--- config.mk ---
export PLATFORM = sky130hd
export DESIGN_NAME = stopwatch_core
export DESIGN_NICKNAME = d
export VERILOG_FILES = /design/src/rtl/stopwatch_pkg.sv /design/src/rtl/stopwatch_core_bcd_mod60_counter.sv /design/src/rtl/stopwatch_core.sv
export SDC_FILE = /design/constraint.sdc
export NUM_CORES = 1
export LEC_CHECK = 0
export CAP_MARGIN = 10
export CORE_MARGIN = 8
export CORE_UTILIZATION = 66
export CTS_CLUSTER_SIZE = 28
export DETAILED_ROUTE_END_ITERATION = 12
export DONT_BUFFER_PORTS = 1
export HOLD_SLACK_MARGIN = 0.08
export PLACE_DENSITY_LB_ADDON = 0.15
export SLEW_MARGIN = 0
export SYNTH_ARGS = -nofsm -noshare
export SYNTH_HDL_FRONTEND = slang
export SYNTH_SLANG_ARGS = --single-unit
--- constraint.sdc ---
create_clock -name clk -period 4 [get_ports clk]
set_input_delay 0.4 -clock clk [delete_from_list [all_inputs] [get_ports clk]]
set_output_delay 0.4 -clock clk [all_outputs]
set_load 0.05 [all_outputs]
--- src/rtl/stopwatch_pkg.sv ---
// Shared types and constants for the stopwatch timekeeping core.
//   sw_state_t : controller states (run, paused, manual adjust)
//   bcd_t      : one BCD digit
//   DEF_MAX_*  : default highest field value before wrap
//   BLK_*      : bit positions in the per-digit blank mask
package stopwatch_pkg;

    typedef enum logic [1:0] {
        ST_RUN    = 2'd0,
        ST_PAUSED = 2'd1,
        ST_ADJ    = 2'd2
    } sw_state_t;

    typedef logic [3:0] bcd_t;

    localparam int DEF_MAX_MIN = 59;
    localparam int DEF_MAX_SEC = 59;

    localparam int BLK_MIN_TENS = 3;
    localparam int BLK_MIN_ONES = 2;
    localparam int BLK_SEC_TENS = 1;
    localparam int BLK_SEC_ONES = 0;

endpackage

--- src/rtl/stopwatch_core_bcd_mod60_counter.sv ---
// bcd_mod60_counter: two-digit BCD counter that counts 00..MAX and wraps.
// Ports:
//   clk       : system clock
//   clear     : synchronous clear to 00 (highest priority)
//   inc       : count up by one this cycle
//   tens/ones : current BCD value (registered)
//   carry_out : high in the cycle an increment takes MAX -> 00, so a
//               cascaded field advances on the same edge
module bcd_mod60_counter
    import stopwatch_pkg::*;
#(
    parameter int MAX = DEF_MAX_SEC
) (
    input  logic clk,
    input  logic clear,
    input  logic inc,
    output bcd_t tens,
    output bcd_t ones,
    output logic carry_out
);

    localparam bcd_t MAX_TENS = bcd_t'(MAX / 10);
    localparam bcd_t MAX_ONES = bcd_t'(MAX % 10);

    logic at_max;

    assign at_max    = (tens == MAX_TENS) && (ones == MAX_ONES);
    assign carry_out = inc & at_max & ~clear;

    always_ff @(posedge clk) begin
        if (clear) begin
            tens <= '0;
            ones <= '0;
        end else if (inc) begin
            if (at_max) begin
                tens <= '0;
                ones <= '0;
            end else if (ones == 4'd9) begin
                ones <= '0;
                tens <= tens + 4'd1;
            end else begin
                ones <= ones + 4'd1;
            end
        end
    end

endmodule

--- src/rtl/stopwatch_core.sv ---
// stopwatch_core: MM:SS stopwatch timekeeping with run/pause and manual adjust.
// Converts the divider's slow square waves into single-cycle ticks and keeps
// a BCD minute/second count for the seven-segment display multiplexer.
// Ports:
//   clk, rst              : system clock, synchronous active-high reset
//   one_hz_in, two_hz_in  : divider square waves; rising edges count / adjust
//   blink_in              : blink level for the field being adjusted
//   pause_p               : toggles run/pause (ignored while adjusting)
//   adj, sel              : adjust mode level, field select (0 min, 1 sec)
//   lap_p                 : lap freeze toggle (only with STOPWATCH_LAP_EN)
//   min_*/sec_*           : displayed BCD digits
//   blank                 : per-digit blank mask {mt, mo, st, so}
//   running               : high in RUN
//   wrap_p                : one-cycle pulse as the count wraps 59:59 -> 00:00
// Build option: define STOPWATCH_LAP_EN to add the lap_p freeze feature.
//
// state  | meaning
// RUN    | counting seconds on each 1 Hz tick
// PAUSED | count held, ticks ignored
// ADJ    | 2 Hz tick bumps the selected field, no carry, no wrap pulse
module stopwatch_core
    import stopwatch_pkg::*;
#(
    parameter int MAX_MIN = DEF_MAX_MIN,
    parameter int MAX_SEC = DEF_MAX_SEC
) (
    input  logic       clk,
    input  logic       rst,
    input  logic       one_hz_in,
    input  logic       two_hz_in,
    input  logic       blink_in,
    input  logic       pause_p,
    input  logic       adj,
    input  logic       sel,
`ifdef STOPWATCH_LAP_EN
    input  logic       lap_p,
`endif
    output bcd_t       min_tens,
    output bcd_t       min_ones,
    output bcd_t       sec_tens,
    output bcd_t       sec_ones,
    output logic [3:0] blank,
    output logic       running,
    output logic       wrap_p
);

    logic      one_q, two_q, blink_q;
    logic      one_tick, two_tick;
    sw_state_t state, state_next;
    logic      saved_run;
    logic      run_count, adj_sec, adj_min;
    logic      sec_inc, min_inc, sec_carry, min_carry;
    logic [3:0] blank_d;
    bcd_t      m_tens, m_ones, s_tens, s_ones;

    assign one_tick = one_hz_in & ~one_q;
    assign two_tick = two_hz_in & ~two_q;

    always_ff @(posedge clk) begin
        if (rst) begin
            one_q     <= 1'b0;
            two_q     <= 1'b0;
            blink_q   <= 1'b0;
            state     <= ST_RUN;
            saved_run <= 1'b1;
            wrap_p    <= 1'b0;
            blank     <= '0;
        end else begin
            one_q   <= one_hz_in;
            two_q   <= two_hz_in;
            blink_q <= blink_in;
            state   <= state_next;
            // Remember where adjust was entered from so we can return there.
            if (state != ST_ADJ && adj)
                saved_run <= (state == ST_RUN);
            wrap_p <= run_count & min_carry;
            blank  <= blank_d;
        end
    end

    always_comb begin
        state_next = state;
        run_count  = 1'b0;
        adj_sec    = 1'b0;
        adj_min    = 1'b0;
        blank_d    = '0;
        case (state)
            ST_RUN: begin
                // adj wins over a coincident tick: the tick is dropped.
                if (adj) begin
                    state_next = ST_ADJ;
                end else begin
                    run_count = one_tick;
                    if (pause_p)
                        state_next = ST_PAUSED;
                end
            end
            ST_PAUSED: begin
                if (adj)
                    state_next = ST_ADJ;
                else if (pause_p)
                    state_next = ST_RUN;
            end
            ST_ADJ: begin
                adj_sec = two_tick & sel;
                adj_min = two_tick & ~sel;
                if (!adj)
                    state_next = saved_run ? ST_RUN : ST_PAUSED;
            end
            default: state_next = ST_RUN;
        endcase

        if (state_next == ST_ADJ && !blink_q) begin
            if (sel) begin
                blank_d[BLK_SEC_TENS] = 1'b1;
                blank_d[BLK_SEC_ONES] = 1'b1;
            end else begin
                blank_d[BLK_MIN_TENS] = 1'b1;
                blank_d[BLK_MIN_ONES] = 1'b1;
            end
        end
    end

    // Seconds carry only reaches minutes while running; adjust bumps one field.
    assign sec_inc = run_count | adj_sec;
    assign min_inc = (run_count & sec_carry) | adj_min;

    bcd_mod60_counter #(.MAX(MAX_SEC)) u_sec (
        .clk       (clk),
        .clear     (rst),
        .inc       (sec_inc),
        .tens      (s_tens),
        .ones      (s_ones),
        .carry_out (sec_carry)
    );

    bcd_mod60_counter #(.MAX(MAX_MIN)) u_min (
        .clk       (clk),
        .clear     (rst),
        .inc       (min_inc),
        .tens      (m_tens),
        .ones      (m_ones),
        .carry_out (min_carry)
    );

    assign running = (state == ST_RUN);

`ifdef STOPWATCH_LAP_EN
    logic frozen;
    bcd_t snap_mt, snap_mo, snap_st, snap_so;

    always_ff @(posedge clk) begin
        if (rst) begin
            frozen  <= 1'b0;
            snap_mt <= '0;
            snap_mo <= '0;
            snap_st <= '0;
            snap_so <= '0;
        end else if (state_next == ST_ADJ) begin
            frozen <= 1'b0;
        end else if (lap_p) begin
            if (frozen) begin
                frozen <= 1'b0;
            end else if (state == ST_RUN) begin
                frozen  <= 1'b1;
                snap_mt <= m_tens;
                snap_mo <= m_ones;
                snap_st <= s_tens;
                snap_so <= s_ones;
            end
        end
    end

    assign min_tens = frozen ? snap_mt : m_tens;
    assign min_ones = frozen ? snap_mo : m_ones;
    assign sec_tens = frozen ? snap_st : s_tens;
    assign sec_ones = frozen ? snap_so : s_ones;
`else
    assign min_tens = m_tens;
    assign min_ones = m_ones;
    assign sec_tens = s_tens;
    assign sec_ones = s_ones;
`endif

endmodule

Word-level counts from Yosys, hierarchy flattened
Cells that the tools add are included.

Logic and storage cells: 72. Bits of input ports: 8. Output and inout port bits: 22. Bits in registers: 27.

Multiplexer cells: 21. Bitwise operators: 17. Equal/unequal tests: 8. $add $sub $neg: 4. Reduce and logical (&&, ||, !) cells: 11.

Operator list (number): $mux W4 (8); $add A4 B1 Y4 const B (4); $mux W2 (7); $and A1 B1 Y1 (10); $eq A4 B3 Y1 const B (2); $eq A4 B4 Y1 const B (2); $pmux W2 S3 (1); $mux W1 (5); $not A1 Y1 (5); $eq A2 B2 Y1 const B (2); $logic_and A1 B1 Y1 (4); $reduce_and A2 Y1 (2); $reduce_bool A2 Y1 (2); $eq A2 B1 Y1 const B (1); $logic_not A2 Y1 (1); $ne A2 B2 Y1 const B (1); $or A1 B1 Y1 (2); $reduce_or A2 Y1 (1); $logic_not A1 Y1 (1).

Longest topological paths before layout
Gate-level depths: netlist of the first run.

Depth after elaboration: 12. Gate-level depth with buffers: 7. Gate-level depth less buffers: 6.

Cells and area by module
From an unflattened synthesis of the first run, not the netlist that was laid out.

Cells, all modules: 122. Area total of the unflattened synthesis: 1196.1 µm².

Modules (own cells, without submodules): bcd_mod60_counter (area an instance 412.9 µm², cells an instance 43, seq. area each 160.2 µm², times used 2); stopwatch_core (area an instance 370.4 µm², cells an instance 36, seq. area each 180.2 µm², times used 1).

Least setup slack after synthesis of the first run
OpenSTA, ideal clock, no wires.

Kind: reg-to-reg. Start point: register u_sec.ones[1]. End point: register u_min.tens[0]. Slack: 1.878 ns. Data required time: 3.879 ns. Clock period less this slack: 2.122 ns. Setup time: 0.121 ns. Stages on the path, launching flop included: 8. Path buffers: 1. Arrival: 2.001 ns. Cell sequence: dfxtp_1 inv_1 ha_1 and3b_1 clkbuf_1 and4_1 o21ai_2 mux2_4.

Cells in the longest elaborated chain, start to end: 7.

Ends and longest elaborated chain: from (decl) (RTL line stopwatch_core_bcd_mod60_counter.sv:18) `output bcd_t ones,`; from (signal assigned) (RTL line stopwatch_core_bcd_mod60_counter.sv:42) `ones <= ones + 4'd1;`; $eq A4 B4 Y1 (RTL line stopwatch_core_bcd_mod60_counter.sv:27) `assign at_max = (tens == MAX_TENS) && (ones == MAX_ONES);`; $logic_and A1 B1 Y1 (RTL line stopwatch_core_bcd_mod60_counter.sv:27); $and A1 B1 Y1 (2 in a row) (RTL line stopwatch_core_bcd_mod60_counter.sv:28) `assign carry_out = inc & at_max & ~clear;`; $and A1 B1 Y1 (RTL line stopwatch_core.sv:126) `assign min_inc = (run_count & sec_carry) | adj_min;`; $or A1 B1 Y1 (RTL line stopwatch_core.sv:126); $reduce_and A2 Y1 (no line); to (signal assigned) (RTL line stopwatch_core_bcd_mod60_counter.sv:40) `tens <= tens + 4'd1;`; to (decl) (RTL line stopwatch_core_bcd_mod60_counter.sv:17) `output bcd_t tens,`.

Every way passes these cells. A chain may end at the register's enable or synchronous reset.

Final worst setup path of the first run
Start point: register u_sec.ones[0]. End point: register u_min.tens[3].

The elaborated chain is that of the path after synthesis.

==> results.py, run 1 <==
metrics = {
    "synthesis": {
        "synth_warnings": 0,
        "synthDistinctLibCells": 40,
        "synthArstFlopShare_pct": 0,
        "synth.net_count": 159,
        "seq_area_frac_synth_pct": 38.72,
        "synth_top_cell_by_area": "dfxtp_1",
        "yosys.area.top_type_share_pct": 38.72,
        "netlist_area_sq_um": 1292,
        "ys.flop_type": "dfxtp_1",
        "synth_edf_count": 0,
        "synth-seq-cells": 25,
        "syn_area_per_cell_sq_um": 9.038,
        "synth_area_leaders": "dfxtp_1 39%, ha_1 7.7%, o21ai_0 5.0%",
        "syn_inst": 143,
    },
    "floorplanning": {
        "die_h_um": 60.25,
        "start_util_pct": 67.96,
        "die_x_um": 60.25,
        "core_sq_um": 1902,
        "num_rows": 16,
        "die-area_sq_um": 3630,
        "io_pins": 30,
    },
    "worst_setup_path": {
        "path_buf_inv": 0,
        "crit_required_ns": 4.21,
        "critical_path_arrival_ns": 2.44,
        "critical_path_class": "register to register",
        "crit_path_top_delay_cell": "dfxtp_1",
        "rr_startpoint": "u_sec.ones[0]",
        "critPathMaxFanout": 9,
        "path_cells": "ha_1, and3b_1, nand4_1, a21oi_1, mux2_1",
        "crit_cells": 5,
        "cp-end-kind": "register",
        "crit_family": "flip-flops",
        "r2r_cells": 5,
        "slowest_delay_ns": 0.74,
        "worstSetupStartpointType": "register",
        "crit_start": "u_sec.ones[0]",
    },
    "routing": {
        "wl_mm": 2.637,
        "viasPerCell": 6.180,
        "vias": 1032,
        "drtAntennaViolNets": 0,
        "wire_per_inst_um": 15.79,
        "dr.pass1.iters": 6,
        "drt-initial-drc-count": 22,
        "drc": 0,
    },
    "global_route": {
        "grt_pass1_vias": 997,
        "grt_first_pass_wirelength_mm": 4.312,
        "antenna_found_initial": 0,
        "grt_max_degree": 25,
        "track_usage_pct": 15.43,
        "grt_overflow": 0,
    },
    "clocking": {
        "cts_tree": "built",
        "ctsHoldBuffers": 0,
        "clock-root-buffer": "clkbuf_4",
        "clkLatencyLatePin_ns": 0.31,
        "clk_pin_slew_ns": 0.13,
        "numCtsBuffers": 3,
        "clk_path_buf_depth": 2,
        "postCtsSetupBuffers": 0,
        "cts.repair.resized": 0,
        "clock-sinks": 25,
        "cts_max_level": 1,
    },
    "layout": {
        "n_antenna_cell": 0,
        "fin_area_sq_um": 1304,
        "nNetsFinal": 157,
        "utilization_pct": 68.55,
        "fill_cells": 163,
        "drive_gt1_share_pct": 5.714,
        "areaGrowthSynthToFinish_pct": 0.8712,
    },
    "timing": {
        "grt_setup_unrepaired": "false",
        "report.final.slew_viol_count": 0,
        "tightestPinTransition_ns": 0.9568,
        "setup_violations": 0,
        "finClkSkew_ns": 0.007766,
        "finalCritPeriodShare_pct": 55.84,
        "setup_tns_ns": 0,
        "period_minus_slack_ns": 2.234,
        "slew_headroom_pct": 36.12,
        "final-hold-violation-count": 0,
        "timing.fmax_mhz": 447.7,
    },
    "power_and_ir_drop": {
        "cellPowerDensity_nw_per_um2": 311.3,
        "p_leak_nw": 0.4944,
        "vdd_drop_max_uv": 211.0,
    },
    "place": {
        "gp_congestion": 0.8807,
        "portBuffers": 0,
        "place.detailed.hpwl_mm": 1.988,
        "placed_cell_area_sq_um": 1277,
    },
    "status": {
        "status": "complete, no violations",
    },
    "worst_hold_path": {
        "hold_class": "primary input to register",
        "worstHoldPathCells": 1,
        "worstHoldStart": "sel",
    },
    "job": {
        "max-cap-violations": 0,
    },
}
## through the flow
step                      setup slack, ns  hold slack, ns  total power, W  cells
after floorplan                     1.878          0.4566       0.0003012    143
after global placement              1.869          0.4728       0.0002994    163
after detailed placement            1.777          0.4737       0.0003009    163
after CTS                           1.752          0.1321       0.0004070    167
after global routing                1.579          0.1135       0.0004234    167
final                               1.766          0.1308       0.0004059    167
## kinds of logic after synthesis
family	after synthesis	share of synthesized area, %
compound gates	36	17.14
xor+xnor	1	0.6778
fa+ha+maj	8	7.745
buf+inv	16	6.388
flops	25	38.72
mux	4	3.969
simple gates	53	25.36
## synthesized netlist by cell type (2+ instances only)
library cell   n
and2_1         2
nor2_1        10
nor2b_1        7
a211oi_1       3
nand2_1        5
inv_1          9
nor3_1         3
buf_6          2
and3b_1        4
o21ai_0       13
and3_1         2
dfxtp_1       25
buf_4          2
nand3_1        5
a21oi_1       11
ha_1           8
mux2_4         2
clkbuf_1       3
nand4_1        2
or4_1          3
or3_1          3
## path summary, 6_finish.rpt
kind | slack, ns | end
hold reg to reg | 0.51 | blank[2]
setup / recovery | 1.77 | u_min.tens[3]
hold / removal | 0.13 | blank[2]
setup reg to reg | 1.77 | u_min.tens[3]
## sequential cells by signal, summed over array words and instances (netlist names)
name	flops
wrap_p	1
two_q	1
saved_run	1
u_min.ones	4
u_sec.ones	4
u_min.tens	4
state	2
u_sec.tens	4
one_q	1
blink_q	1
blank	2
## layout make-up
| type | instances | area (sq um) | area share (%) |
|---|---|---|---|
| sequential | 25 | 500.5 | 38.39 |
| clock buffer | 4 | 26.28 | 2.015 |
| inverter | 9 | 33.78 | 2.591 |
| multi-input combinational | 102 | 709.4 | 54.41 |
| tap | 27 | 33.78 | 2.591 |
## worst register-to-register path, cell delays in order (launching register included)
cell	delay, ns
dfxtp_1	0.74
ha_1	0.27
and3b_1	0.32
nand4_1	0.25
a21oi_1	0.23
mux2_1	0.33
## power by group
part | total (W) | internal (W) | switching, W
registers | 0.000270 | 0.000254 | 0.0000157
clock network | 0.000111 | 0.0000390 | 0.0000717
logic | 0.0000256 | 0.0000105 | 0.0000151
## metal layers
| metal | global-route usage [%] | wire [um] | up-vias |
|---|---|---|---|
| met3 | 4.301 | 188 | 5 |
| met4 | 6.803 | 38 | 0 |
| li1 | - | - | 507 |
| met2 | 27.90 | 1401 | 24 |
| met5 | 0 | 0 | - |
| met1 | 15.93 | 1008 | 496 |
## placed cells by master, fill, tap and decap left out, drive strengths merged, types with 2 or more instances in the layout
cell type  Yosys  routed
a211oi         3       3
a21oi         11      11
and2           2       2
and3           2       2
and3b          4       4
clkbuf         3       4
dfxtp         25      25
ha             8       8
inv            9       9
mux2           3       3
nand2          5       5
nand3          5       5
nand4          2       2
nor2          10      10
nor2b          7       7
nor3           3       3
o21ai         14      14
or3            3       3
or4            3       3
No activity file was read; power rests on OpenSTA's default activity.
==> inputs of run 2 (changes only) <==
--- a/config.mk
+++ b/config.mk
@@ -7,7 +7,7 @@
 export LEC_CHECK = 0
 export CAP_MARGIN = 10
 export CORE_MARGIN = 8
-export CORE_UTILIZATION = 66
+export CORE_UTILIZATION = 55
 export CTS_CLUSTER_SIZE = 28
 export DETAILED_ROUTE_END_ITERATION = 12
 export DONT_BUFFER_PORTS = 1
==> constraint.sdc (replaced) <==
create_clock -name clk -period 2 [get_ports clk]
set_input_delay 0.2 -clock clk [delete_from_list [all_inputs] [get_ports clk]]
set_output_delay 0.2 -clock clk [all_outputs]
set_load 0.05 [all_outputs]
==> results.py, run 2 (synthesized netlist as in run 1, its figures left out) <==
metrics = {
    "clocking": {
        "numCtsBuffers": 3,
        "cts_tree": "built",
        "cts_max_level": 1,
        "clk_pin_slew_ns": 0.14,
        "clk_path_buf_depth": 2,
        "clock-sinks": 25,
        "clock-root-buffer": "clkbuf_4",
        "clkLatencyLatePin_ns": 0.31,
        "postCtsSetupBuffers": 0,
    },
    "worst_setup_path": {
        "critical_path_arrival_ns": 1.94,
        "critical_path_class": "register to register",
        "cp-end-kind": "register",
        "r2r_cells": 4,
        "crit_required_ns": 2.22,
        "rr_startpoint": "state[1]",
        "worstSetupStartpointType": "register",
        "reg2reg_slack_ns": 0.28,
        "critPathMaxFanout": 7,
        "worstReg2RegEnd": "u_min.tens[3]",
    },
    "global_route": {
        "grt_max_degree": 19,
        "antenna_found_initial": 0,
        "grt_first_pass_wirelength_mm": 5.043,
        "grt_overflow": 0,
        "track_usage_pct": 14.78,
        "grt_pass1_vias": 1095,
    },
    "layout": {
        "drive_gt1_share_pct": 18.67,
        "n_antenna_cell": 0,
        "utilization_pct": 68.78,
        "areaGrowthSynthToFinish_pct": 17.72,
        "final_cell_mix": "23 x dfxtp_1, 20 x buf_4, 13 x o21ai_0",
        "layout_commonest_cell": "dfxtp_1",
        "nNetsFinal": 183,
    },
    "floorplanning": {
        "die-area_sq_um": 4157,
        "die_h_um": 64.48,
        "core_sq_um": 2212,
        "io_pins": 30,
        "die_x_um": 64.48,
        "num_rows": 17,
        "start_util_pct": 58.43,
    },
    "routing": {
        "drc": 0,
        "dr.pass1.iters": 4,
        "drtAntennaViolNets": 0,
        "vias": 1130,
        "wl_mm": 3.086,
        "wire_per_inst_um": 15.91,
        "viasPerCell": 5.825,
        "drt-initial-drc-count": 38,
    },
    "worst_hold_path": {
        "min_to": "state[1]",
        "worstHoldStart": "adj",
        "hold_class": "primary input to register",
        "worstHoldPathCells": 2,
    },
    "timing": {
        "finClkSkew_ns": 0.006260,
        "setup_tns_ns": 0,
        "grt_setup_unrepaired": "false",
        "finalCritPeriodShare_pct": 86.24,
        "period_minus_slack_ns": 1.725,
        "timing.fmax_mhz": 579.8,
        "final-hold-violation-count": 0,
        "setup_violations": 0,
        "slew_headroom_pct": 54.65,
        "tightestPinTransition_ns": 0.6803,
        "report.final.slew_viol_count": 0,
    },
    "power_and_ir_drop": {
        "vdd_drop_max_uv": 416.2,
        "cellPowerDensity_nw_per_um2": 550.9,
        "p_leak_nw": 0.6398,
    },
    "job": {
        "max-cap-violations": 0,
    },
    "place": {
        "place.detailed.hpwl_mm": 2.299,
        "portBuffers": 0,
        "gp_congestion": 0.8508,
    },
    "status": {
        "status": "complete, no violations",
    },
}
run 2: changes by cell type in the layout (fill, tap and decap cells not counted), sizes merged:
cell and change:
clkinv +1, dlygate4sd3 +5, buf +20, clkbuf -1
dlymetal6s4s +1
run 2: repair_timing:
item,in CTS,in global routing
hold endpoints to repair,20,0
resized for setup,0,1
setup endpoints to repair,0,3
hold buffers,6,0
run 2: layout make-up:
| cell class | count | area [sq um] |
|---|---|---|
| clock buffer | 3 | 22.52 |
| clock inverter | 1 | 5.005 |
| fill | 188 | 690.7 |
| inverter | 9 | 33.78 |
| multi-input combinational | 102 | 709.4 |
| sequential | 25 | 503.0 |
| tap | 28 | 35.03 |
| timing repair buffer | 26 | 212.7 |
run 2: worst max path at each step:
stage | start | to | slack [ns] | cells after the start
after detailed placement | state[1] | u_min.tens[3] | 0.29 | 4
final | state[1] | u_min.tens[3] | 0.28 | 4
after global routing | state[0] | u_sec.tens[2] | 0.07 | 4
after floorplan | u_sec.tens[1] | u_min.tens[0] | 0.03 | 6
after CTS | rst | u_min.tens[1] | 0.01 | 5
after global placement | u_sec.tens[1] | u_min.tens[0] | 0.34 | 6
run 2: layer usage:
| layer | track usage (%) | wire length (um) | vias up |
|---|---|---|---|
| li1 | - | - | 558 |
| met1 | 17.91 | 1341 | 541 |
| met2 | 23.98 | 1496 | 29 |
| met3 | 4.467 | 233 | 2 |
| met4 | 5.722 | 14 | 0 |
| met5 | 0 | 0 | - |
run 2: critical path, cell delays in order, from the launching register on:
cell	delay (ns)
dfxtp_1	0.40
nor4b_4	0.42
nand4_1	0.26
a21oi_1	0.22
mux2_1	0.34
run 2: where the power goes:
| group | internal (W) | switching (W) | leakage, nW |
|---|---|---|---|
| clock network | 0.0000747 | 0.000148 | 0.0177 |
| logic | 0.0000364 | 0.0000627 | 0.418 |
| registers | 0.000508 | 0.00000811 | 0.204 |
run 2: through the flow:
stage | instances | setup WS [ns] | power, W | hold slack, ns | cell area, sq um
after floorplan | 143 | 0.03230 | 0.0006028 | 0.2716 | 1295
after global placement | 184 | 0.3395 | 0.0006078 | 0.2678 | 1431
after detailed placement | 184 | 0.2878 | 0.0006108 | 0.2707 | 1431
after CTS | 194 | 0.01197 | 0.0008461 | 0.08738 | 1519
after global routing | 194 | 0.07079 | 0.0008685 | 0.1006 | 1521
final | 194 | 0.2753 | 0.0008382 | 0.1036 | 1521
==> inputs of run 3 (changes only) <==
--- a/config.mk
+++ b/config.mk
@@ -12,7 +12,7 @@
 export DETAILED_ROUTE_END_ITERATION = 12
 export DONT_BUFFER_PORTS = 1
 export HOLD_SLACK_MARGIN = 0.08
-export PLACE_DENSITY_LB_ADDON = 0.15
+export PLACE_DENSITY = 0.73
 export SLEW_MARGIN = 0
 export SYNTH_ARGS = -nofsm -noshare
 export SYNTH_HDL_FRONTEND = slang
==> results.py, run 3 (synthesized netlist as in run 1, its figures left out) <==
metrics = {
    "status": {
        "status": "complete, no violations",
    },
    "worst_hold_path": {
        "worstHoldStart": "rst",
        "hold_class": "primary input to register",
        "min_to": "u_min.tens[3]",
        "worstHoldPathCells": 2,
    },
    "global_route": {
        "grt_first_pass_wirelength_mm": 4.981,
        "grt_max_degree": 18,
        "antenna_found_initial": 0,
        "track_usage_pct": 14.48,
        "grt_overflow": 0,
        "grt_pass1_vias": 1127,
    },
    "worst_setup_path": {
        "r2r_cells": 5,
        "reg2reg_slack_ns": 0.22,
        "worstSetupStartpointType": "register",
        "critPathMaxFanout": 9,
        "crit_required_ns": 2.23,
        "rr_startpoint": "u_sec.ones[0]",
        "cp-end-kind": "register",
        "worstReg2RegEnd": "u_min.tens[0]",
        "critical_path_arrival_ns": 2.01,
        "critical_path_class": "register to register",
    },
    "floorplanning": {
        "die_x_um": 64.48,
        "die-area_sq_um": 4157,
        "die_h_um": 64.48,
        "num_rows": 17,
        "start_util_pct": 58.43,
        "core_sq_um": 2212,
        "io_pins": 30,
    },
    "place": {
        "place_ws_ns": 0.2513,
        "gp_congestion": 0.8302,
        "portBuffers": 0,
        "place.detailed.hpwl_mm": 2.088,
    },
    "clocking": {
        "cts_max_level": 1,
        "cts_tree": "built",
        "numCtsBuffers": 3,
        "clock-sinks": 25,
        "clk_pin_slew_ns": 0.13,
        "clock-root-buffer": "clkbuf_4",
        "clk_path_buf_depth": 2,
        "clkLatencyLatePin_ns": 0.32,
    },
    "job": {
        "max-cap-violations": 0,
    },
    "timing": {
        "report.final.slew_viol_count": 0,
        "grt_setup_unrepaired": "false",
        "setup_violations": 0,
        "finalCritPeriodShare_pct": 88.80,
        "fin_ws_ns": 0.2241,
        "slew_headroom_pct": 55.36,
        "period_minus_slack_ns": 1.776,
        "whs_ns": 0.09649,
        "finClkSkew_ns": 0.003498,
        "setup_tns_ns": 0,
        "final-hold-violation-count": 0,
        "tightestPinTransition_ns": 0.6697,
        "timing.fmax_mhz": 563.1,
    },
    "power_and_ir_drop": {
        "p_leak_nw": 0.6372,
        "cellPowerDensity_nw_per_um2": 553.4,
        "vdd_drop_max_uv": 459.5,
    },
    "layout": {
        "areaGrowthSynthToFinish_pct": 17.13,
        "drive_gt1_share_pct": 18.18,
        "layout_commonest_cell": "dfxtp_1",
        "multiInputGateArea_sq_um": 709.4,
        "nNetsFinal": 182,
        "seq_area_sq_um": 503.0,
        "fill_cells": 204,
        "final_cell_mix": "23 x dfxtp_1, 19 x buf_4, 13 x o21ai_0",
        "n_antenna_cell": 0,
    },
    "routing": {
        "drt-initial-drc-count": 50,
        "vias": 1085,
        "viasPerCell": 5.622,
        "dr.pass1.iters": 4,
        "drtAntennaViolNets": 0,
        "wl_mm": 2.847,
        "wire_per_inst_um": 14.75,
        "drc": 0,
    },
}
-- run 3: cell types whose count changed in the layout (fill, tap and decap cells not counted) --
cell	change
buf_4	-1
-- run 3: metal layers --
metal | vias to the layer above | GRT usage (%) | part of all wire (%)
li1 | 555 | - | -
met1 | 497 | 16.35 | 44
met2 | 28 | 24.22 | 47
met3 | 5 | 3.952 | 7.0
met4 | 0 | 7.902 | 1.8
met5 | - | 0 | 0
-- run 3: what timing repair did --
| item | 4_1_cts | 5_1_grt |
|---|---|---|
| hold buffers | 6 | 0 |
| endpoints found under the setup margin | 0 | 3 |
| endpoints found under the hold margin | 20 | 0 |
| gates resized for setup | 0 | 1 |
| buffers inserted | 0 | 0 |
-- run 3: worst max-delay path, stage by stage, from the launching register on --
cell and delay [ns]:
dfxtp_2 0.37, ha_1 0.20, and3b_1 0.26, and4_1 0.27, o21ai_2 0.25, mux2_4 0.32
-- run 3: layout make-up --
class                      instances  area share [%]
clock inverter                     1          0.3306
multi-input combinational        102           46.86
sequential                        25           33.22
tap                               28           2.314
timing repair buffer              25           13.55
inverter                           9           2.231
clock buffer                       3           1.488
-- run 3: power by group --
part           switching, W   total, W  internal [W]
logic             0.0000610  0.0000971     0.0000360
clock network      0.000148   0.000223     0.0000750
registers        0.00000906   0.000518      0.000508
total              0.000218   0.000838      0.000620
-- run 3: how the worst max path moves through the flow --
stage | slack, ns | cells after the start | start | end
floorplan | 0.03 | 6 | u_sec.tens[1] | u_min.tens[0]
global placement | 0.30 | 5 | u_sec.ones[0] | u_min.tens[0]
detailed placement | 0.25 | 5 | u_sec.ones[0] | u_min.tens[0]
CTS | 0.01 | 5 | rst | u_min.tens[0]
global route | 0.05 | 5 | u_sec.ones[0] | u_min.tens[3]
finish | 0.22 | 5 | u_sec.ones[0] | u_min.tens[0]
-- run 3: per-stage QoR --
step	total power [W]	std cells	utilization (%)	instance area (sq um)
2_1_floorplan	0.0006028	143	-	1295
3_3_place_gp	0.0006081	183	64.37	1424
3_5_place_dp	0.0006105	183	64.37	1424
4_1_cts	0.0008528	193	68.33	1511
5_1_grt	0.0008744	193	68.44	1514
6_report	0.0008378	193	68.44	1514
